File: src/rtl/uart_tx_arbiter_pkg.sv
// Shared definitions for the uart_tx arbiter slice: frame size, FSM states,
// and the index-width helper used by the arbiter and its round-robin picker.
package uart_tx_arbiter_pkg;

    // start + 8 data + stop
    localparam int unsigned UART_FRAME_BITS = 10;

    typedef enum logic [1:0] {
        ST_IDLE   = 2'd0,
        ST_LAUNCH = 2'd1,
        ST_HOLD   = 2'd2
    } state_t;

    // Width of an index into n requesters; never narrower than one bit.
    function automatic int unsigned idx_width(input int unsigned n);
        return (n > 1) ? $clog2(n) : 1;
    endfunction

endpackage

File: src/rtl/uart_tx_arbiter_rr_pick.sv
// Combinational round-robin picker: scans requesters starting just after the
// last winner and returns the first active one as one-hot, index and any-flag.
module rr_pick
    import uart_tx_arbiter_pkg::*;
#(
    parameter int unsigned N  = 4,
    parameter int unsigned IW = idx_width(N)
) (
    input  logic [N-1:0]  req,
    input  logic [IW-1:0] last,
    output logic [N-1:0]  grant,
    output logic [IW-1:0] idx,
    output logic          any
);

    // First active request in order last+1, last+2, ..., last (mod N).
    always_comb begin
        int unsigned k;
        grant = '0;
        idx   = '0;
        any   = 1'b0;
        k     = 0;
        for (int unsigned i = 1; i <= N; i++) begin
            k = (32'(last) + i) % N;
            if (!any && req[k[IW-1:0]]) begin
                any                = 1'b1;
                grant[k[IW-1:0]]   = 1'b1;
                idx                = k[IW-1:0];
            end
        end
    end

endmodule

File: src/rtl/uart_tx_arbiter.sv
// Round-robin arbiter sharing one uart_tx among NUM_REQ byte producers.
// uart_tx has no busy flag, so frames are paced here with a hold counter.
module uart_tx_arbiter
    import uart_tx_arbiter_pkg::*;
#(
    parameter int unsigned NUM_REQ         = 4,
    parameter int unsigned CLOCKS_PER_BAUD = 104,
    parameter int unsigned FRAME_BITS      = UART_FRAME_BITS
) (
    input  logic                         clock,
    input  logic                         reset,
    input  logic [NUM_REQ-1:0]           req_valid_i,
    input  logic [8*NUM_REQ-1:0]         req_data_i,
    output logic [NUM_REQ-1:0]           req_ready_o,
    output logic                         write_o,
    output logic [7:0]                   data_o,
    output logic                         busy_o,
    output logic [idx_width(NUM_REQ)-1:0] grant_id_o
);

    localparam int unsigned FRAME_CLOCKS = FRAME_BITS * CLOCKS_PER_BAUD;
    localparam int unsigned CW           = $clog2(FRAME_CLOCKS);
    localparam int unsigned GW           = idx_width(NUM_REQ);

    localparam logic [CW-1:0] CNT_RESET  = CW'(FRAME_CLOCKS - 1);
    // LAUNCH is already the first clock of the frame, so HOLD reloads one
    // short; writes then land exactly FRAME_CLOCKS+1 cycles apart.
    localparam logic [CW-1:0] CNT_LAUNCH = CW'(FRAME_CLOCKS - 2);

    state_t          state_q, state_d;
    logic [CW-1:0]   cnt_q;
    logic [NUM_REQ-1:0] pick_grant;
    logic [GW-1:0]   pick_idx;
    logic            pick_any;
    logic [7:0]      sel_data;

    rr_pick #(
        .N  (NUM_REQ),
        .IW (GW)
    ) u_pick (
        .req   (req_valid_i),
        .last  (grant_id_o),
        .grant (pick_grant),
        .idx   (pick_idx),
        .any   (pick_any)
    );

    // Byte of the current winner, selected by the one-hot grant.
    always_comb begin
        sel_data = '0;
        for (int unsigned k = 0; k < NUM_REQ; k++) begin
            if (pick_grant[k]) begin
                sel_data = req_data_i[8*k +: 8];
            end
        end
    end

    // State register; reset lands in HOLD so an in-flight frame can finish.
    always_ff @(posedge clock or posedge reset) begin
        if (reset) begin
            state_q <= ST_HOLD;
        end else begin
            state_q <= state_d;
        end
    end

    // Next state and the state-decoded outputs (ready, write, busy).
    always_comb begin
        state_d     = state_q;
        req_ready_o = '0;
        write_o     = 1'b0;
        busy_o      = 1'b1;
        unique case (state_q)
            ST_IDLE: begin
                busy_o = 1'b0;
                if (pick_any) begin
                    req_ready_o = pick_grant;
                    state_d     = ST_LAUNCH;
                end
            end
            ST_LAUNCH: begin
                write_o = 1'b1;
                state_d = ST_HOLD;
            end
            ST_HOLD: begin
                if (cnt_q == '0) begin
                    state_d = ST_IDLE;
                end
            end
            default: begin
                state_d = ST_HOLD;
            end
        endcase
    end

    // Frame pacing counter: reloaded at launch, counts down through HOLD.
    always_ff @(posedge clock or posedge reset) begin
        if (reset) begin
            cnt_q <= CNT_RESET;
        end else if (state_q == ST_LAUNCH) begin
            cnt_q <= CNT_LAUNCH;
        end else if (state_q == ST_HOLD && cnt_q != '0) begin
            cnt_q <= cnt_q - 1'b1;
        end
    end

    // Capture the accepted byte and the winner index on acceptance.
    always_ff @(posedge clock or posedge reset) begin
        if (reset) begin
            data_o     <= '0;
            grant_id_o <= GW'(NUM_REQ - 1);
        end else if (state_q == ST_IDLE && pick_any) begin
            data_o     <= sel_data;
            grant_id_o <= pick_idx;
        end
    end

endmodule
File: config.mk
export PLATFORM = sky130hd
export DESIGN_NAME = uart_tx_arbiter
export DESIGN_NICKNAME = d
export VERILOG_FILES = /design/src/rtl/uart_tx_arbiter_pkg.sv /design/src/rtl/uart_tx_arbiter_rr_pick.sv /design/src/rtl/uart_tx_arbiter.sv
export SDC_FILE = /design/constraint.sdc
export NUM_CORES = 1
export LEC_CHECK = 0
export BUFFER_PORTS_ARGS = -buffer_cell sky130_fd_sc_hd__buf_2
export CORE_MARGIN = 5
export CORE_UTILIZATION = 36
export DETAILED_ROUTE_END_ITERATION = 8
export PLACE_DENSITY = 0.61
export SYNTH_ARGS = -nofsm -noshare
export SYNTH_HDL_FRONTEND = slang
export SYNTH_HIERARCHICAL = 1
export SYNTH_SLANG_ARGS = --single-unit
export TNS_END_PERCENT = 50
File: constraint.sdc
create_clock -name clock -period 8.27 [get_ports clock]
set_input_delay 1.654 -clock clock [delete_from_list [all_inputs] [get_ports clock]]
set_output_delay 1.654 -clock clock [all_outputs]
set_load 0.005 [all_outputs]
==> out/summary.txt <==
outcome: completed
Seq/Total Area, Yosys: 31.3%
r2r startpoint: grant_id_o[0]
dpl hpwl: 3420 um
1st-iter DRT viols: 106
Buf/Inv on CP: 2
worst hold slack: 0.505 ns
Final ANT Viol Nets: 0
Post-synth top flop: dfrtp_1
mapped cell area: 1870 sq um
nature of the critical path endpoint: primary output
TritonCTS buffer count: 3
final hold vios: 0
number of post-CTS setup repair buffers: 0
hold depth: 2
#FFs+latches synth: 23
Fmax: 193 MHz
path depth of the worst reg2reg path: 9
R2R Path End: data_o[3]
post-route DRC violation count: 0
P_sw: 399 uW
Critical path origin: req_valid_i[2]
RSZ-0062 raised after global routing: false
critical path endpoint: req_ready_o[3]
Slowest cell on crit path: a221o_1
vias in the first global route: 1690
Logic pwr share: 64.8%
Hold Buf Count CTS: 0
delay of the slowest cell on the worst path: 0.57 ns
CP Launch Type: primary input
initial antenna violation count: 0
Boundary Pins: 54
Clk pin slew, worst setup/hold paths: 0.08 ns
Synth top area share: 20.0%
drt via density: 5.22
area leader, netlist: dfrtp_1
Die X: 82.1 um
WL per Instance: 13.4 um
# resized after CTS: 0
CTS max path bufs: 2
worst slew pin tran: 0.874 ns
worst vdd ir: 0.203 mV
clock latency at the later pin of the worst-skew pair: 0.26 ns
Global Route Usage Sum: 13.9%
CP Cell Sequence: buf_2, or3b_1, o21ai_1, a21oi_1, o22ai_2, a221o_1, and2_1, buf_2
switch share: 46.8%
Syn Nets: 268
PwrDens: 388 nW/um^2
Worst Path Required: 6.62 ns
Cells after DPL: 332
Top delay family on crit path: compound AO/OA/AOI/OAI gates
Hold WC Path Type: flop to flop
Reg2Reg Setup Slack: 4.73 ns
Most common cell on crit path: buf_2
GR Overflow Total: 0
WP depth: 8
clock skew: 0.00768 ns
sequential share of power: 27.1%
H-Tree Depth: 1
Diodes inserted: 0
static leakage: 1.00 nW
IO buf count: 53
largest net degree at the start of global routing: 24
minimum clock period: 5.17 ns
setup violators final: 0
Int Power: 454 uW
row count: 26
Area growth, synth to finish: 17.4%
fin crit share: 62.6%
CP Max Fanout: 17
critical path arrival: 3.52 ns
Post-synth ARST share: 100%
Synth Warn #: 6
TritonCTS clock tree: done
die area: 6750 sq um
post-synth cell types: 53
Mapped Cells: 221
layout cells sized above 1: 29.7%
GP Congestion: 0.810
clock network power share: 8.1%
wirelength, routed: 4520 um
Sink Count: 23
first-pass GRT wire length: 7610 um
via count: 1753
final std cells w/o fill: 336
top post-synthesis cells by area: dfrtp_1, dfstp_2, ha_1
Crit Path Category: primary input to primary output
Setup TNS Final: 0 ns
EDFF count, synth: 0
Slew Viols, Final: 0
Die Ht: 82.1 um
syn avg cell area: 8.48 sq um
TritonRoute pass-1 iters: 4
NumNets Final: 314
core area: 5070 sq um
max_cap viols: 0
relative slew slack: 41.7%
clk root buf: clkbuf_8
Initial Util: 36.9%
total power: 853 uW
## how the worst min path moves through the flow
| stage | startpoint | endpoint | slack (ns) |
|---|---|---|---|
| after global routing | cnt_q[0] | cnt_q[0] | 0.54 |
| final | cnt_q[0] | cnt_q[0] | 0.50 |
| after CTS | cnt_q[0] | cnt_q[0] | 0.51 |
| after floorplan | cnt_q[0] | cnt_q[0] | 0.47 |
| after global placement | cnt_q[0] | cnt_q[0] | 0.48 |
| after detailed placement | cnt_q[0] | cnt_q[0] | 0.50 |
## per-layer routing
| layer | wire, um | up-vias | global-route usage, % |
|---|---|---|---|
| met5 | 0 | - | 0 |
| met4 | 57 | 0 | 3.82 |
| met3 | 278 | 6 | 2.17 |
| met2 | 2080 | 51 | 22.6 |
| met1 | 2100 | 799 | 19.0 |
| li1 | - | 897 | - |
## stage by stage
stage | cell area, sq um | util [%] | worst slack, ns
finish | 2200 | 43.3 | 3.10
global route | 2200 | 43.3 | 2.91
CTS | 2200 | 43.3 | 3.08
detailed placement | 2150 | 42.5 | 3.09
global placement | 2150 | 42.5 | 3.12
floorplan | 1870 | - | 3.24
## synth_stat cells (4+ instances only)
library cell / count
a21oi_1: 4
o21ai_1: 5
nand2_1: 30
inv_1: 18
mux2i_1: 6
a221o_1: 4
ha_1: 9
o21ai_0: 7
nand3_1: 4
dfrtp_1: 15
a221oi_1: 8
and2_1: 4
a31oi_1: 12
a211o_1: 7
nor2_1: 17
dfstp_2: 8
nor3_1: 8
clkbuf_1: 6
## power by group through the flow
| stage | logic, mW | registers (mW) | clock network (mW) |
|---|---|---|---|
| after floorplan | 0.458 | 0.213 | 0 |
| after global placement | 0.553 | 0.234 | 0 |
| after detailed placement | 0.556 | 0.234 | 0 |
| after CTS | 0.558 | 0.233 | 0.0709 |
| after global routing | 0.620 | 0.242 | 0.0756 |
| final | 0.553 | 0.232 | 0.0689 |
## sequential cells by signal, indices dropped and copies added (netlist names)
register	flops
grant_id_o	2
state_q	2
cnt_q	11
data_o	8
## kinds of logic (layout without fill, tap and decap cells)
| family | count (synthesis) | in the layout | share of synthesized area, % |
|---|---|---|---|
| multiplexers | 10 | 10 | 6.81 |
| buffers and inverters | 32 | 77 | 8.02 |
| adder cells (fa/ha/maj) | 9 | 9 | 6.01 |
| AO/OA/AOI/OAI | 65 | 65 | 26.4 |
| AND/OR/NAND/NOR | 82 | 82 | 21.5 |
| flip-flops | 23 | 23 | 31.3 |
## worst reg2reg max path: cells and delay by family, from the launching register on
kind	cells	cell delay, ns
buffers and inverters	1	0.15
AO/OA/AOI/OAI	5	1.17
adder cells (fa/ha/maj)	1	0.55
multiplexers	1	0.41
AND/OR/NAND/NOR	1	0.43
flip-flops	1	0.75
## cells in the final DEF (no fill, tap or decap), drive strengths merged, types with 2 or more instances in the layout
master	synthesis	routed
buf	7	54
nand2	30	30
inv	19	19
nor2	18	18
dfrtp	15	15
a31oi	12	12
o21ai	12	12
ha	9	9
a221oi	9	9
nor3	9	9
dfstp	8	8
a211o	7	7
mux2i	7	7
a21oi	5	5
nand3	4	4
and2	4	4
a221o	4	4
clkbuf	6	4
nor2b	3	3
nor4	3	3
a211oi	3	3
or2	2	2
nand2b	2	2
o31a	2	2
mux2	2	2
a21boi	2	2
o22ai	2	2
## final cells by class
| cell class | count | area [sq um] |
|---|---|---|
| fill | 538 | 2880 |
| multi-input combinational | 166 | 1140 |
| sequential | 23 | 586 |
| timing repair buffer | 54 | 273 |
| tap | 70 | 87.6 |
| inverter | 19 | 71.3 |
| clock buffer | 4 | 45.0 |
Power figures use the tool's default switching activity.
